## config.mk

```make
export PLATFORM = sky130hd
export DESIGN_NAME = fnd_scan_counter
export DESIGN_NICKNAME = d
export VERILOG_FILES = /design/src/rtl/fnd_scan_counter.sv
export SDC_FILE = /design/constraint.sdc
export NUM_CORES = 1
export LEC_CHECK = 0
export ABC_CLOCK_PERIOD_IN_PS = 2100
export CORE_MARGIN = 2
export CORE_UTILIZATION = 58
export CTS_CLUSTER_DIAMETER = 30
export CTS_CLUSTER_SIZE = 16
export DETAILED_ROUTE_END_ITERATION = 7
export DONT_BUFFER_PORTS = 1
export GPL_TIMING_DRIVEN = 0
export PLACE_DENSITY = 0.87
export SYNTH_ARGS = -nofsm -noshare
export SYNTH_HDL_FRONTEND = slang
export SYNTH_SLANG_ARGS = --single-unit
```

## constraint.sdc

```tcl
create_clock -name clk -period 2.1 [get_ports clk]
set_input_delay 0.21 -clock clk [delete_from_list [all_inputs] [get_ports clk]]
set_output_delay 0.21 -clock clk [all_outputs]
set_load 0.02 [all_outputs]
```

## src/rtl/fnd_scan_counter.sv

```systemverilog
// fnd_scan_counter
//   Four-digit (DIGITS) BCD up/down counter driven by raw pushbuttons, with
//   a time-multiplexed scan output that feeds a 7-segment FND decoder.
//
// Ports
//   clk        : system clock, everything on the rising edge
//   rst_n      : synchronous active-low reset
//   btn_up     : raw increment button (active-high, asynchronous)
//   btn_down   : raw decrement button (active-high, asynchronous)
//   btn_clr    : raw clear button (active-high, asynchronous)
//   bcd_out    : registered BCD digit of the currently scanned position
//   dig_sel_n  : registered one-cold digit select, bit 0 = least significant
//   count_val  : packed BCD count, nibble i = digit i
//   wrap       : one-cycle pulse when the count wraps in either direction
//
// Configuration
//   FND_SCAN_LZB_EN : when defined, leading-zero digits (i > 0) stay dark
//                     for their whole slot; digit 0 is always lit.

module fnd_scan_counter #(
  parameter int DIGITS     = 4,
  parameter int SCAN_DIV   = 50000,
  parameter int DEB_CYCLES = 500000
) (
  input  logic                  clk,
  input  logic                  rst_n,
  input  logic                  btn_up,
  input  logic                  btn_down,
  input  logic                  btn_clr,
  output logic [3:0]            bcd_out,
  output logic [DIGITS-1:0]     dig_sel_n,
  output logic [4*DIGITS-1:0]   count_val,
  output logic                  wrap
);

  localparam int IW = (DIGITS > 1) ? $clog2(DIGITS) : 1;
  localparam int PW = $clog2(SCAN_DIV);
  localparam int DW = $clog2(DEB_CYCLES + 1);

  localparam logic [DW-1:0] DEB_LAST = DW'(DEB_CYCLES - 1);
  localparam logic [DW-1:0] DEB_ONE  = DW'(1'b1);
  localparam logic [PW-1:0] PRE_LAST = PW'(SCAN_DIV - 1);
  localparam logic [PW-1:0] PRE_ONE  = PW'(1'b1);
  localparam logic [IW-1:0] IDX_LAST = IW'(DIGITS - 1);
  localparam logic [IW-1:0] IDX_ONE  = IW'(1'b1);

  // Button slots inside the 3-bit button vectors
  localparam int B_UP   = 0;
  localparam int B_DOWN = 1;
  localparam int B_CLR  = 2;

  logic [2:0]               btn_raw_s;
  logic [2:0]               sync1_r;
  logic [2:0]               sync2_r;
  logic [2:0]               stable_r;
  logic [2:0]               stable_d_r;
  logic [2:0]               press_r;
  logic [DW-1:0]            deb_cnt_r [3];

  logic [DIGITS-1:0][3:0]   count_r;
  logic [DIGITS-1:0][3:0]   inc_s;
  logic [DIGITS-1:0][3:0]   dec_s;
  logic [DIGITS-1:0][3:0]   count_nxt_s;
  logic                     inc_carry_s;
  logic                     dec_borrow_s;
  logic                     wrap_nxt_s;
  logic                     wrap_r;

  logic [PW-1:0]            presc_r;
  logic [IW-1:0]            idx_r;
  logic [DIGITS-1:0]        blank_s;
  logic [DIGITS-1:0]        sel_nxt_s;
  logic [3:0]               bcd_nxt_s;
  logic [DIGITS-1:0]        sel_r;
  logic [3:0]               bcd_r;

  assign btn_raw_s = {btn_clr, btn_down, btn_up};

  // Synchronize, debounce and rising-edge detect the three buttons
  always_ff @(posedge clk) begin
    if (!rst_n) begin
      sync1_r    <= 3'b000;
      sync2_r    <= 3'b000;
      stable_r   <= 3'b000;
      stable_d_r <= 3'b000;
      press_r    <= 3'b000;
      for (int b = 0; b < 3; b++) begin
        deb_cnt_r[b] <= {DW{1'b0}};
      end
    end else begin
      sync1_r    <= btn_raw_s;
      sync2_r    <= sync1_r;
      stable_d_r <= stable_r;
      // Registered edge detect: one extra cycle between acceptance and use
      press_r    <= stable_r & ~stable_d_r;
      for (int b = 0; b < 3; b++) begin
        if (sync2_r[b] == stable_r[b]) begin
          deb_cnt_r[b] <= {DW{1'b0}};
        end else if (deb_cnt_r[b] == DEB_LAST) begin
          // This sample is the DEB_CYCLES-th consecutive differing one
          stable_r[b]  <= sync2_r[b];
          deb_cnt_r[b] <= {DW{1'b0}};
        end else begin
          deb_cnt_r[b] <= deb_cnt_r[b] + DEB_ONE;
        end
      end
    end
  end

  // Decimal increment/decrement ripples across all digits
  always_comb begin
    inc_s        = count_r;
    dec_s        = count_r;
    inc_carry_s  = 1'b1;
    dec_borrow_s = 1'b1;
    for (int i = 0; i < DIGITS; i++) begin
      if (inc_carry_s) begin
        if (count_r[i] >= 4'd9) begin
          inc_s[i] = 4'd0;
        end else begin
          inc_s[i]    = count_r[i] + 4'd1;
          inc_carry_s = 1'b0;
        end
      end else begin
        inc_s[i] = count_r[i];
      end
      if (dec_borrow_s) begin
        if (count_r[i] == 4'd0) begin
          dec_s[i] = 4'd9;
        end else if (count_r[i] > 4'd9) begin
          // Never expected; folds any corrupted digit back into BCD range
          dec_s[i]     = 4'd9;
          dec_borrow_s = 1'b0;
        end else begin
          dec_s[i]     = count_r[i] - 4'd1;
          dec_borrow_s = 1'b0;
        end
      end else begin
        dec_s[i] = count_r[i];
      end
    end
  end

  // Counter update priority: clear, then up+down cancel, then up, then down
  always_comb begin
    count_nxt_s = count_r;
    wrap_nxt_s  = 1'b0;
    if (press_r[B_CLR]) begin
      count_nxt_s = {(4*DIGITS){1'b0}};
      wrap_nxt_s  = 1'b0;
    end else if (press_r[B_UP] && press_r[B_DOWN]) begin
      count_nxt_s = count_r;
      wrap_nxt_s  = 1'b0;
    end else if (press_r[B_UP]) begin
      count_nxt_s = inc_s;
      wrap_nxt_s  = inc_carry_s;
    end else if (press_r[B_DOWN]) begin
      count_nxt_s = dec_s;
      wrap_nxt_s  = dec_borrow_s;
    end else begin
      count_nxt_s = count_r;
      wrap_nxt_s  = 1'b0;
    end
  end

  // Count and wrap registers
  always_ff @(posedge clk) begin
    if (!rst_n) begin
      count_r <= {(4*DIGITS){1'b0}};
      wrap_r  <= 1'b0;
    end else begin
      count_r <= count_nxt_s;
      wrap_r  <= wrap_nxt_s;
    end
  end

`ifdef FND_SCAN_LZB_EN
  // Leading-zero mask: digit i is dark when it and every higher digit is 0
  always_comb begin
    logic upper_zero;
    blank_s    = {DIGITS{1'b0}};
    upper_zero = 1'b1;
    for (int i = DIGITS - 1; i >= 1; i--) begin
      upper_zero = upper_zero & (count_r[i] == 4'd0);
      blank_s[i] = upper_zero;
    end
  end
`else
  assign blank_s = {DIGITS{1'b0}};
`endif

  // Digit mux and one-cold select; prescaler 0 is the ghost-suppression slot
  always_comb begin
    bcd_nxt_s = count_r[idx_r];
    sel_nxt_s = {DIGITS{1'b1}};
    if (presc_r == {PW{1'b0}}) begin
      sel_nxt_s = {DIGITS{1'b1}};
    end else begin
      for (int i = 0; i < DIGITS; i++) begin
        sel_nxt_s[i] = (idx_r == IW'(i)) ? blank_s[i] : 1'b1;
      end
    end
  end

  // Scan prescaler, digit index and registered display outputs
  always_ff @(posedge clk) begin
    if (!rst_n) begin
      presc_r <= {PW{1'b0}};
      idx_r   <= {IW{1'b0}};
      bcd_r   <= 4'h0;
      sel_r   <= {DIGITS{1'b1}};
    end else begin
      if (presc_r == PRE_LAST) begin
        presc_r <= {PW{1'b0}};
        idx_r   <= (idx_r == IDX_LAST) ? {IW{1'b0}} : (idx_r + IDX_ONE);
      end else begin
        presc_r <= presc_r + PRE_ONE;
        idx_r   <= idx_r;
      end
      bcd_r <= bcd_nxt_s;
      sel_r <= sel_nxt_s;
    end
  end

  assign bcd_out   = bcd_r;
  assign dig_sel_n = sel_r;
  assign count_val = count_r;
  assign wrap      = wrap_r;

endmodule

```

==> qor.yml <==
hold_path.class: "input pin to flip-flop"
cts_tree: "built"
grt_remaining_overflow: 0
fmax_mhz: 495
setup_viol: 0
pin_count: 30
fin_crit_sh: 0.962
io_buffers: 0
fillers: 702
path_clk_slew_ns: 0.06
synth.area.top_cells: "edfxtp_1, dfxtp_1, nor2_1, xnor2_1, ha_1"
r2r_slack_ns: 0.08
grt_pass1_wl_mm: 23.5
cts_num_sinks: 115
final_max_slew_viol_count: 0
final_util: 0.719
vias: 5103
syn_area_per_cell_um2: 9.58
die_y_um: 108
synth_ff_type: "dfxtp_1"
track_usage: 0.258
power_switching_mw: 1.17
detail-route-antenna-nets: 0
synth_seq_cells: 115
drcViolationCount: 0
die_x_um: 108
r2r_cells: 8
syn_to_final_growth_pct: 19.5
dp_hpwl_mm: 9.17
antenna_cells: 0
status: "finished, final reports clean"
power_frac_seq: 0.452
rsz0062_at_grt: "true"
start_kind: "flip-flop"
cp.required_ns: 2.51
power.leakage_nw: 2.82
synth_top_cell_area_share: 0.273
gp_congestion: 0.896
finalCriticalPeriod_ns: 2.02
syn_inst: 654
ys_seq_area_frac: 0.458
initial_utilization: 0.602
critPathCaptureType: "flip-flop"
async_flop_share: 0
multi_input_area_um2: 3510
rr_endpoint: "count_val[15]"
synth-edff-count: 57
critical_path_class: "flip-flop to flip-flop"
min_path_cells: 2
yosysUniqueCellTypes: 62
reg2reg_from: "count_val[8]"
grt_max_degree: 18
finalHoldViolCount: 0
grt_pass1_vias: 5056
drive_above_1_share: 0.147
p_clk_frac: 0.519
worstPathMaxFanout: 8
min_to: "stable_d_r[2]"
internal_power_mw: 4.29
nNetsFinal: 766
syn_area_um2: 6270
ir_worst_vdd_uv: 842
core-area_um2: 10400
drtIter0Drc: 341
p_comb_frac: 0.029
clock_skew_ns: 0.00809
wl_per_cell_um: 16.1
tightest_slew_ns: 0.615
insertion_delay_ns: 0.52
slew_headroom: 0.590
die_area_um2: 11700
h-tree-depth: 4
fin_tns_setup_ns: 0
seq_area_um2: 2900
routed_wl_mm: 14.2
cts_buffers: 17
yosysTopAreaCell: "edfxtp_1"
power_density_nw_per_um2: 730
cp.arrival_ns: 2.43
antenna_found_initial: 0
cts-root-buf: "clkbuf_8"
maxCapViolations: 0
num_rows: 37
min_from: "rst_n"
vias_per_cell: 5.77
dr.pass1.iters: 5
clk_path_buf_depth: 2
synth_warnings: 0
swShare: 0.214
logic make-up (layout without fill, tap and decap cells):
kind of cell               after synthesis  count (layout)  synth area share
and+or+nand+nor                        308             308             0.250
DFF                                    115             115             0.458
AOI/OAI and AO/OA                       71              71            0.0856
xor gates and xnor gates                68              68            0.0950
buffers and inverters                   57              95            0.0377
adders and majority gates               26              26            0.0519
muxes                                    8               8            0.0208
other                                    1              57          0.000598
power by group through the flow:
stage | sequential [mW] | clock, mW | combinational (mW)
after floorplan | 2.51 | 0 | 0.115
after global placement | 2.52 | 0 | 0.134
after detailed placement | 2.52 | 0 | 0.140
after CTS | 2.47 | 2.86 | 0.148
after global routing | 2.48 | 2.96 | 0.179
final | 2.47 | 2.83 | 0.159
flip-flops by register name (all words and copies together), names as in the netlist:
name / cells
deb_cnt_r: 57
count_val: 16
presc_r: 16
bcd_out: 4
dig_sel_n: 4
press_r: 3
stable_d_r: 3
stable_r: 3
sync1_r: 3
sync2_r: 3
idx_r: 2
wrap: 1
synthesized netlist by cell type (12+ instances only):
| library cell | instances |
|---|---|
| nor2_1 | 109 |
| ha_1 | 26 |
| and2_1 | 17 |
| inv_1 | 28 |
| nor3_1 | 18 |
| clkbuf_1 | 14 |
| xnor2_1 | 41 |
| nand2_1 | 46 |
| buf_2 | 12 |
| edfxtp_1 | 57 |
| nand3_1 | 36 |
| dfxtp_1 | 58 |
| a21oi_1 | 16 |
| xor2_1 | 27 |
| and3_1 | 14 |
worst max-delay path by stage:
stage	start	endpoint	cells past startpoint
after floorplan	count_val[5]	count_val[15]	7
after global placement	count_val[5]	count_val[15]	7
after detailed placement	count_val[5]	count_val[15]	7
after CTS	deb_cnt_r[0][9]	deb_cnt_r[0][17]	7
after global routing	count_val[4]	count_val[15]	8
final	count_val[8]	count_val[15]	8
cell type report:
type,count,share of cell area
Timing Repair Buffer,10,0.0115
Clock inverter,12,0.0165
Clock buffer,20,0.0625
Inverter,28,0.0145
Buffer,25,0.0162
Sequential cell,115,0.387
Multi-Input combinational cell,538,0.469
Tap cell,136,0.0227
per-stage QoR:
| stage | cell area, um^2 | power [mW] | instances | setup slack [ns] | hold WS, ns |
|---|---|---|---|---|---|
| floorplan | 6480 | 2.62 | 710 | 0.0282 | 0.337 |
| detailed placement | 6660 | 2.66 | 846 | -0.332 | 0.342 |
| global route | 7490 | 5.62 | 884 | -0.0311 | 0.202 |
| finish | 7490 | 5.47 | 884 | 0.0804 | 0.189 |
| global placement | 6660 | 2.65 | 846 | -0.248 | 0.338 |
| CTS | 7350 | 5.48 | 881 | 0.00128 | 0.177 |
metal layers:
layer  GRT usage  wire, um  vias up
met2       0.451      7340      181
met3      0.0687       908       33
met4       0.103       342        0
li1            -         -     2407
met5           0         0        -
met1       0.301      5610     2482
what timing repair did:
action / in CTS / in global routing
buffers inserted: 2 / 5
endpoints found under the hold margin: 3 / 0
gates resized for setup: 21 / 33
setup endpoints to repair: 41 / 55
hold buffers: 3 / 0
pin swaps: 2 / 3
gates cloned: 0 / 0
placed cells by master, fill, tap and decap left out, types with 7 or more instances in the layout:
cell / n
a21oi_1: 16
and2_1: 16
and3_1: 14
buf_2: 8
buf_4: 7
clkbuf_1: 13
clkbuf_16: 18
conb_1: 57
dfxtp_1: 50
edfxtp_1: 57
ha_1: 22
inv_1: 22
nand2_1: 45
nand2b_1: 7
nand3_1: 35
nand4_1: 8
nor2_1: 106
nor3_1: 16
xnor2_1: 41
xor2_1: 27
worst max-delay path, stage by stage, from the launching register on:
cell,delay [ns]
dfxtp_4,0.43
inv_2,0.07
ha_2,0.21
or3b_4,0.26
nand3_4,0.09
o41ai_4,0.35
buf_6,0.18
o21ai_0,0.08
o221a_2,0.24
(Power assumes the default switching activity.)
